$ cat src/rtl/queue_pkg.sv
// Shared types and sizing defaults for the queue memory buffer and its readers.
package queue_pkg;

  localparam int QUEUE_DATA_WIDTH = 8;
  localparam int QUEUE_MAX_DEPTH  = 16;

  typedef enum logic [1:0] {QR_IDLE, QR_FETCH, QR_FLUSH, QR_DONE} qr_state_t;

endpackage

$ cat src/rtl/queue_burst_reader_out_buf.sv
// Purpose: 2-entry {last,data} FIFO whose head register drives the output stream directly.
// Latency: a push is visible at the head the cycle after it is written into an empty buffer.
// Backpressure: head holds until pop; push and pop in one cycle keep occupancy unchanged.
module qbr_out_buf #(
  parameter int W = 9
) (
  input  logic         clk,
  input  logic         rst_n,
  input  logic         push,
  input  logic [W-1:0] push_data,
  input  logic         pop,
  output logic         head_valid,
  output logic [W-1:0] head_data,
  output logic [1:0]   occupancy
);

  logic [W-1:0] slot1;

  always_ff @(posedge clk) begin
    if (!rst_n) begin
      head_data <= '0;
      slot1     <= '0;
      occupancy <= 2'd0;
    end else begin
      case ({push, pop})
        2'b10: begin
          if (occupancy == 2'd0) head_data <= push_data;
          else                   slot1     <= push_data;
          occupancy <= occupancy + 2'd1;
        end
        2'b01: begin
          head_data <= slot1;
          occupancy <= occupancy - 2'd1;
        end
        2'b11: begin
          // Pop is only ever asserted with a valid head, so occupancy is 1 or 2 here.
          if (occupancy == 2'd2) begin
            head_data <= slot1;
            slot1     <= push_data;
          end else begin
            head_data <= push_data;
          end
        end
        default: ;
      endcase
    end
  end

  assign head_valid = (occupancy != 2'd0);

endmodule

$ cat src/rtl/queue_burst_reader.sv
// Purpose: reads a burst of req_len words from the queue buffer and streams them out with m_last.
// Latency: first m_valid two edges after the accept edge (rd_en, then capture); 1 word/cycle after.
// Backpressure: m_ready stalls hold the head; reads stop once buffered + in-flight words reach 2.
module queue_burst_reader
  import queue_pkg::*;
#(
  parameter int DATA_WIDTH = QUEUE_DATA_WIDTH,
  parameter int MAX_BURST  = QUEUE_MAX_DEPTH,
  parameter int LEN_W      = $clog2(MAX_BURST + 1)
) (
  input  logic                  clk,
  input  logic                  rst_n,
  input  logic                  req_valid,
  input  logic [LEN_W-1:0]      req_len,
  output logic                  req_ready,
  output logic                  rd_en,
  input  logic [DATA_WIDTH-1:0] rd_data,
  input  logic                  rd_empty,
  output logic                  m_valid,
  output logic [DATA_WIDTH-1:0] m_data,
  output logic                  m_last,
  input  logic                  m_ready,
  output logic                  busy,
  output logic                  done
);

  qr_state_t             state;
  logic [LEN_W-1:0]      remaining;
  logic [LEN_W-1:0]      len_clamped;
  logic                  inflight;
  logic                  inflight_last;
  logic                  pop;
  logic                  head_valid;
  logic [DATA_WIDTH:0]   head;
  logic [1:0]            occupancy;
  logic [1:0]            committed;

  assign len_clamped = (req_len > LEN_W'(MAX_BURST)) ? LEN_W'(MAX_BURST) : req_len;
  assign pop         = head_valid && m_ready;
  assign committed   = occupancy + {1'b0, inflight};

  // A head leaving this cycle frees a slot, which keeps reads back-to-back at full rate.
  assign rd_en = (state == QR_FETCH) && !rd_empty && (remaining != '0) &&
                 ((committed < 2'd2) || (pop && (committed == 2'd2)));

  always_ff @(posedge clk) begin
    if (!rst_n) begin
      state         <= QR_IDLE;
      remaining     <= '0;
      inflight      <= 1'b0;
      inflight_last <= 1'b0;
    end else begin
      inflight      <= rd_en;
      inflight_last <= rd_en && (remaining == LEN_W'(1));
      case (state)
        QR_IDLE: begin
          if (req_valid) begin
            if (len_clamped == '0) begin
              state <= QR_DONE;
            end else begin
              state     <= QR_FETCH;
              remaining <= len_clamped;
            end
          end
        end
        QR_FETCH: begin
          if (rd_en) begin
            remaining <= remaining - LEN_W'(1);
            if (remaining == LEN_W'(1)) state <= QR_FLUSH;
          end
        end
        QR_FLUSH: begin
          if (pop && head[DATA_WIDTH]) state <= QR_DONE;
        end
        QR_DONE: state <= QR_IDLE;
        default: state <= QR_IDLE;
      endcase
    end
  end

  qbr_out_buf #(.W(DATA_WIDTH + 1)) u_out_buf (
    .clk        (clk),
    .rst_n      (rst_n),
    .push       (inflight),
    .push_data  ({inflight_last, rd_data}),
    .pop        (pop),
    .head_valid (head_valid),
    .head_data  (head),
    .occupancy  (occupancy)
  );

  assign m_valid   = head_valid;
  assign m_data    = head[DATA_WIDTH-1:0];
  assign m_last    = head[DATA_WIDTH];
  assign req_ready = (state == QR_IDLE);
  assign busy      = (state != QR_IDLE);
  assign done      = (state == QR_DONE);

endmodule

$ cat config.mk
export PLATFORM = sky130hd
export DESIGN_NAME = queue_burst_reader
export DESIGN_NICKNAME = d
export VERILOG_FILES = /design/src/rtl/queue_pkg.sv /design/src/rtl/queue_burst_reader_out_buf.sv /design/src/rtl/queue_burst_reader.sv
export SDC_FILE = /design/constraint.sdc
export NUM_CORES = 1
export LEC_CHECK = 0
export BUFFER_PORTS_ARGS = -buffer_cell sky130_fd_sc_hd__buf_2
export CAP_MARGIN = 20
export CORE_MARGIN = 5
export CORE_UTILIZATION = 48
export CTS_CLUSTER_DIAMETER = 80
export DETAILED_ROUTE_END_ITERATION = 10
export GPL_ROUTABILITY_DRIVEN = 0
export PLACE_DENSITY = 0.7
export SYNTH_ARGS = -nofsm -noshare
export SYNTH_HDL_FRONTEND = slang
export SYNTH_HIERARCHICAL = 1
export SYNTH_SLANG_ARGS = --single-unit
$ cat constraint.sdc
create_clock -name clk -period 2.71 [get_ports clk]
set_input_delay 0.4065 -clock clk [delete_from_list [all_inputs] [get_ports clk]]
set_output_delay 0.4065 -clock clk [all_outputs]
set_load 0.005 [all_outputs]
==> After elaboration in Yosys (flattened, before gate mapping) <==
Cells that the tools add are included.
{ "word_totals": {"reg_bits": 29, "input_bits": 18, "output_inout_bits": 14, "elab_cells": 71} }
{ "classes": {"n_addsub": 4, "magnitude_cmp": 2, "n_eq_ne": 17, "muxes": 18, "reduce_logical": 23} }
{ "ops": {"columns": ["op", "count"], "rows": [
  ["$mux 9", 4],
  ["$pmux 9 s3", 1],
  ["$mux 5", 4],
  ["$pmux 9 s2", 1],
  ["$eq 2x2->1 const B", 6],
  ["$mux 2", 5],
  ["$ne 2x2->1 const B", 5],
  ["$pmux 5 s2", 1],
  ["$reduce_bool 2->1", 5],
  ["$pmux 2 s4", 1],
  ["$reduce_and 4->1", 2],
  ["$logic_and 1x1->1", 7],
  ["$ne 2x1->1 const B", 3],
  ["$eq 5x1->1 const B", 1],
  ["$gt 5x5->1 const B", 1],
  ["$logic_not 5->1", 1],
  ["$reduce_bool 5->1", 1],
  ["$sub 5x1->5 const B", 1],
  ["$eq 2x1->1 const B", 2],
  ["$logic_not 2->1", 2],
  ["$pmux 2 s2", 1],
  ["$reduce_and 3->1", 1],
  ["$reduce_bool 3->1", 1],
  ["$add 2x1->2", 1],
  ["6 further kinds", 6]
]} }

==> Logic depth before layout (Yosys ltp) <==
{ "depth": {"ltp_word": 7, "ltp_mapped": 11, "ltp_nobuf": 8} }

==> Modules after synthesis <==
Netlist, hierarchy kept.
{ "modules_own_cells": {"columns": ["mod", "instances", "cells_per_inst", "area_each_um2", "seq_area_each_um2"], "rows": [
  ["qbr_out_buf", 1, 120, 1057.3, 400.4],
  ["queue_burst_reader", 1, 78, 669.4, 180.2]
]} }

==> Worst setup path after synthesis <==
Ideal clock, no wire load.
{ "synth_timing": {"path_kind": "register to output", "start": "register u_out_buf.occupancy[1]", "end": "output port rd_en", "arrival_ns": 1.678, "required_time_ns": 2.304, "slack_ns": 0.626, "path_stages_with_launch": 8, "path_buffers": 2, "cell_sequence": "dfxtp_1 -> buf_2 -> nor2_4 -> inv_2 -> buf_2 -> nand3b_1 -> a211oi_1 -> and2_1"} }
{ "synth_via": {"elab_chain_cells": 5, "elab_cells_between_ends": 8, "cone_classes": "add/sub (1); order compare (1); eq/ne (1); reduce/logical (5)"} }
{ "synth_lines": {"columns": ["item", "line_no", "source"], "rows": [
  ["from (decl)", "queue_burst_reader_out_buf.sv:14", "output logic [1:0] occupancy"],
  ["from (signal assigned)", "queue_burst_reader_out_buf.sv:29", "occupancy <= occupancy + 2'd1;"],
  ["from (signal assigned)", "queue_burst_reader_out_buf.sv:33", "occupancy <= occupancy - 2'd1;"],
  ["$reduce_bool 2->1", "queue_burst_reader_out_buf.sv:49", "assign head_valid = (occupancy != 2'd0);"],
  ["net m_valid", "queue_burst_reader.sv:19", "output logic m_valid,"],
  ["$logic_and 1x1->1", "queue_burst_reader.sv:39", "assign pop = head_valid && m_ready;"],
  ["$logic_and 1x1->1", "queue_burst_reader.sv:44", "((committed < 2'd2) || (pop && (committed == 2'd2)));"],
  ["$logic_or 1x1->1", "queue_burst_reader.sv:44", null],
  ["$logic_and 1x1->1", "queue_burst_reader.sv:43", "assign rd_en = (state == QR_FETCH) && !rd_empty && (remaining != '0) &&"],
  ["to (decl)", "queue_burst_reader.sv:16", "output logic rd_en,"]
]} }
The timed path passes the listed nets, and every way through them passes these cells.

==> Final worst setup path <==
{ "layout_timing": {"start": "register u_out_buf.occupancy[0]", "end": "register u_out_buf.slot1[2]"} }
{ "layout_via": {"elab_chain_cells": 5, "elab_cells_between_ends": 11, "cone_classes": "eq/ne (5); mux (1); reduce/logical (5)"} }
{ "layout_lines": {"columns": ["item", "line_no", "source"], "rows": [
  ["$reduce_bool 2->1 (*)", "queue_burst_reader_out_buf.sv:49", null],
  ["$logic_and 1x1->1 (*)", "queue_burst_reader.sv:39", null],
  ["net pop", "queue_burst_reader.sv:32", "logic pop;"],
  ["$eq 2x2->1", "queue_burst_reader_out_buf.sv:25", "case ({push, pop})"],
  ["$ne 2x1->1 (no source line), or another cell as far along", null, null],
  ["$reduce_and 3->1 (no source line)", null, null],
  ["to (signal assigned)", "queue_burst_reader_out_buf.sv:28", "else slot1 <= push_data;"],
  ["to (signal assigned)", "queue_burst_reader_out_buf.sv:39", "slot1 <= push_data;"],
  ["to (decl)", "queue_burst_reader_out_buf.sv:17", "logic [W-1:0] slot1;"]
]} }
Mark *: on every way through the listed nets, which the timed path passes. The rest lies on a longest branch.
A chain may end at the register's enable or synchronous reset.

==> summary.json <==
{
  "finish": {
    "finalInstanceArea_um2": 1930,
    "finish.utilization_pct": 56.4,
    "design.final.nets": 253,
    "layout.cells.non_filler": 271,
    "final_layout_size_suffix_gt1_share_pct": 21.8,
    "antenna_cells": 0,
    "flow.area_growth_from_synthesis_pct": 11.6
  },
  "yosys": {
    "synth.largest_area_cell": "sky130_fd_sc_hd__dfxtp_1",
    "synth_enable_flop_cells": 0,
    "netlist_top_cells_count": "sky130_fd_sc_hd__dfxtp_1, sky130_fd_sc_hd__a21oi_1, sky130_fd_sc_hd__inv_1",
    "synthesis.area_um2": 1730,
    "synth_top_flop_cell": "sky130_fd_sc_hd__dfxtp_1",
    "synth_top_cell_area_share_pct": 33.6,
    "synthesis.area_per_instance_um2": 8.72,
    "postSynth.asyncResetShare_pct": 0,
    "synthesis.nets": 227,
    "sequential_element_share_of_the_synthesized_area_pct": 33.6,
    "yosys.cell_count.top_type": "sky130_fd_sc_hd__dfxtp_1",
    "synth-seq-cells": 29,
    "yosysWarnings": 6,
    "post_synth_num_cell_types": 53,
    "syn-instance-count": 198,
    "synthTopCellsByArea": "sky130_fd_sc_hd__dfxtp_1, sky130_fd_sc_hd__ha_1, sky130_fd_sc_hd__a21oi_1"
  },
  "placed_design": {
    "io_buffer_count": 31,
    "place.detailed.hpwl_mm": 3.30,
    "dpl_worst_slack_ns": 0.286,
    "dpl_cell_area_um2": 1870,
    "placedCellCount": 263
  },
  "global_routing": {
    "vias_in_the_first_global_route": 1556,
    "grt_start_max_net_pins": 21,
    "grt_use_total_pct": 18.3,
    "antenna_found_initial": 0,
    "grt_pass1_wl_mm": 7.26,
    "grt_overflow_total": 0
  },
  "worst_setup_path": {
    "startpoint_class": "flop",
    "arrival_time_worst_endpoint_ns": 2.74,
    "crit_type": "flop to flop",
    "required_ns": 2.97,
    "timing.critical_path.to_type": "flop",
    "critPathMaxFanout": 13
  },
  "run_status": {
    "outcome": "completed"
  },
  "die": {
    "die_extent_in_y_um": 70.0,
    "core_area_um2": 3420,
    "boundaryPins": 32,
    "initial_cell_density_of_the_core_pct": 50.5,
    "core.rowCount": 21,
    "die_area_um2": 4900,
    "die_x_um": 70.0
  },
  "worst_hold_path": {
    "hold_class": "input port to flop"
  },
  "timing": {
    "final_min_period_over_clock_period_pct": 91.4,
    "setup_violations": 0,
    "whs_ns": 0.364,
    "final.setup.tns_ns": 0,
    "rsz0062_at_grt": "no",
    "count_of_endpoints_failing_hold_in_the_final_timing_report": 0,
    "final_max_slew_viol_count": 0,
    "finalWorstSetupSlack_ns": 0.233,
    "fmax_mhz": 404,
    "final.min_clock_period_ns": 2.48,
    "worst_slew_margin_rel_pct": 56.5,
    "tightestPinTransition_ns": 0.650,
    "fin_worst_skew_ns": 0.0158
  },
  "routing": {
    "firstDrtPassIters": 4,
    "total_number_of_vias": 1662,
    "wl_per_cell_um": 16.1,
    "drt-initial-drc-count": 156,
    "wl_mm": 4.38,
    "postRouteAntennaNets": 0,
    "detail_route.drc_violations": 0,
    "vias_per_cell": 6.13
  },
  "clock_tree": {
    "cts_tree": "done",
    "ctsHoldBuffers": 0,
    "cts.root.buffer_cell": "sky130_fd_sc_hd__clkbuf_4",
    "cts-buffers-inserted": 5,
    "ctsLongestPathBuffers": 2,
    "cts_num_sinks": 29,
    "cts.repair_timing.setup_buffer_count": 0,
    "clk-insertion-delay-late_ns": 0.34,
    "cts-resized-gates": 0,
    "h_tree_lvl_count": 2,
    "worst_setup_hold_path_clk_slew_ns": 0.10
  },
  "power_and_ir_drop": {
    "vdd_ir_max_mv": 0.450,
    "total_power_of_the_final_layout_mw": 1.44,
    "power.static_leakage_nw": 0.746,
    "power_density_over_the_cells_nw_per_um2": 748
  },
  "flow_run": {
    "timing.max_cap.violations": 0
  }
}
-- area by class of cell --
class,count,area (µm²)
Inverter,14,52.6
Clock inverter,3,17.5
Sequential cell,29,581
Fill cell,326,1490
Multi-Input combinational cell,142,1020
Clock buffer,5,37.5
Timing Repair Buffer,32,163
Tap cell,46,57.6
-- worst paths after layout --
kind	slack (ns)	from	to	depth (start not counted)
max	0.23	u_out_buf/occupancy[0]	u_out_buf/slot1[2]	8
min	0.36	rd_data[3]	u_out_buf/head_data[3]	3
max reg2reg	0.23	u_out_buf/occupancy[0]	u_out_buf/slot1[2]	8
min reg2reg	0.48	u_out_buf/slot1[4]	u_out_buf/slot1[4]	2
-- flip-flops by register name, summed over array words and instances, names as in the netlist --
register / cells
inflight_last: 1
inflight: 1
u_out_buf/occupancy: 2
u_out_buf/head_data: 9
state: 2
u_out_buf/slot1: 9
remaining: 5
-- critical path: stages, from the launching register on --
cell and delay (ns):
sky130_fd_sc_hd__dfxtp_1 0.56, sky130_fd_sc_hd__nor2_4 0.14, sky130_fd_sc_hd__inv_2 0.21, sky130_fd_sc_hd__and2_1 0.25
sky130_fd_sc_hd__inv_1 0.10, sky130_fd_sc_hd__ha_1 0.28, sky130_fd_sc_hd__nor2_1 0.53, sky130_fd_sc_hd__o31ai_1 0.17
sky130_fd_sc_hd__a21oi_1 0.17
-- power breakdown --
| group | switching, mW | internal (mW) | leakage [nW] | total (mW) |
|---|---|---|---|---|
| clock | 0.160 | 0.0976 | 0.0310 | 0.258 |
| combinational | 0.357 | 0.263 | 0.480 | 0.620 |
| sequential | 0.0673 | 0.496 | 0.235 | 0.563 |
-- cells in the final DEF (no fill, tap or decap), types with 2 or more instances in the layout --
cell / netlist / final
sky130_fd_sc_hd__buf_2: 3 / 31
sky130_fd_sc_hd__dfxtp_1: 29 / 29
sky130_fd_sc_hd__a21oi_1: 19 / 19
sky130_fd_sc_hd__inv_1: 12 / 12
sky130_fd_sc_hd__ha_1: 11 / 11
sky130_fd_sc_hd__a311oi_1: 10 / 10
sky130_fd_sc_hd__nand3_1: 10 / 10
sky130_fd_sc_hd__o211ai_1: 10 / 10
sky130_fd_sc_hd__o31ai_1: 10 / 10
sky130_fd_sc_hd__nand2_1: 8 / 8
sky130_fd_sc_hd__o21ai_1: 8 / 8
sky130_fd_sc_hd__nor2_1: 6 / 6
sky130_fd_sc_hd__clkbuf_4: 0 / 5
sky130_fd_sc_hd__o21ai_0: 4 / 4
sky130_fd_sc_hd__and2_1: 3 / 3
sky130_fd_sc_hd__a211oi_1: 3 / 3
sky130_fd_sc_hd__nand2b_1: 3 / 3
sky130_fd_sc_hd__o21a_1: 3 / 3
sky130_fd_sc_hd__o2bb2ai_1: 2 / 2
sky130_fd_sc_hd__mux2i_1: 2 / 2
sky130_fd_sc_hd__nor4_1: 2 / 2
sky130_fd_sc_hd__clkinv_2: 0 / 2
sky130_fd_sc_hd__xnor2_1: 2 / 2
sky130_fd_sc_hd__nor2b_1: 2 / 2
-- routing by layer --
layer / up-vias / track usage [%] / share of wire [%]
li1: 797 / - / -
met1: 788 / 24.8 / 45
met2: 70 / 27.4 / 46
met3: 7 / 4.88 / 8.2
met4: 0 / 7.23 / 1.5
met5: - / 0 / 0
-- logic make-up (layout without fill, tap and decap cells) --
| kind of cell | Yosys count | count (layout) | synth area share (%) |
|---|---|---|---|
| XOR/XNOR | 3 | 3 | 1.52 |
| flip-flops | 29 | 29 | 33.6 |
| AO/OA/AOI/OAI | 80 | 80 | 32.7 |
| AND/OR/NAND/NOR | 45 | 45 | 15.0 |
| adder cells (fa/ha/maj) | 11 | 11 | 7.97 |
| buffers and inverters | 27 | 54 | 7.39 |
| multiplexers | 3 | 3 | 1.81 |
Note: power is estimated with default switching activity, not from simulation.
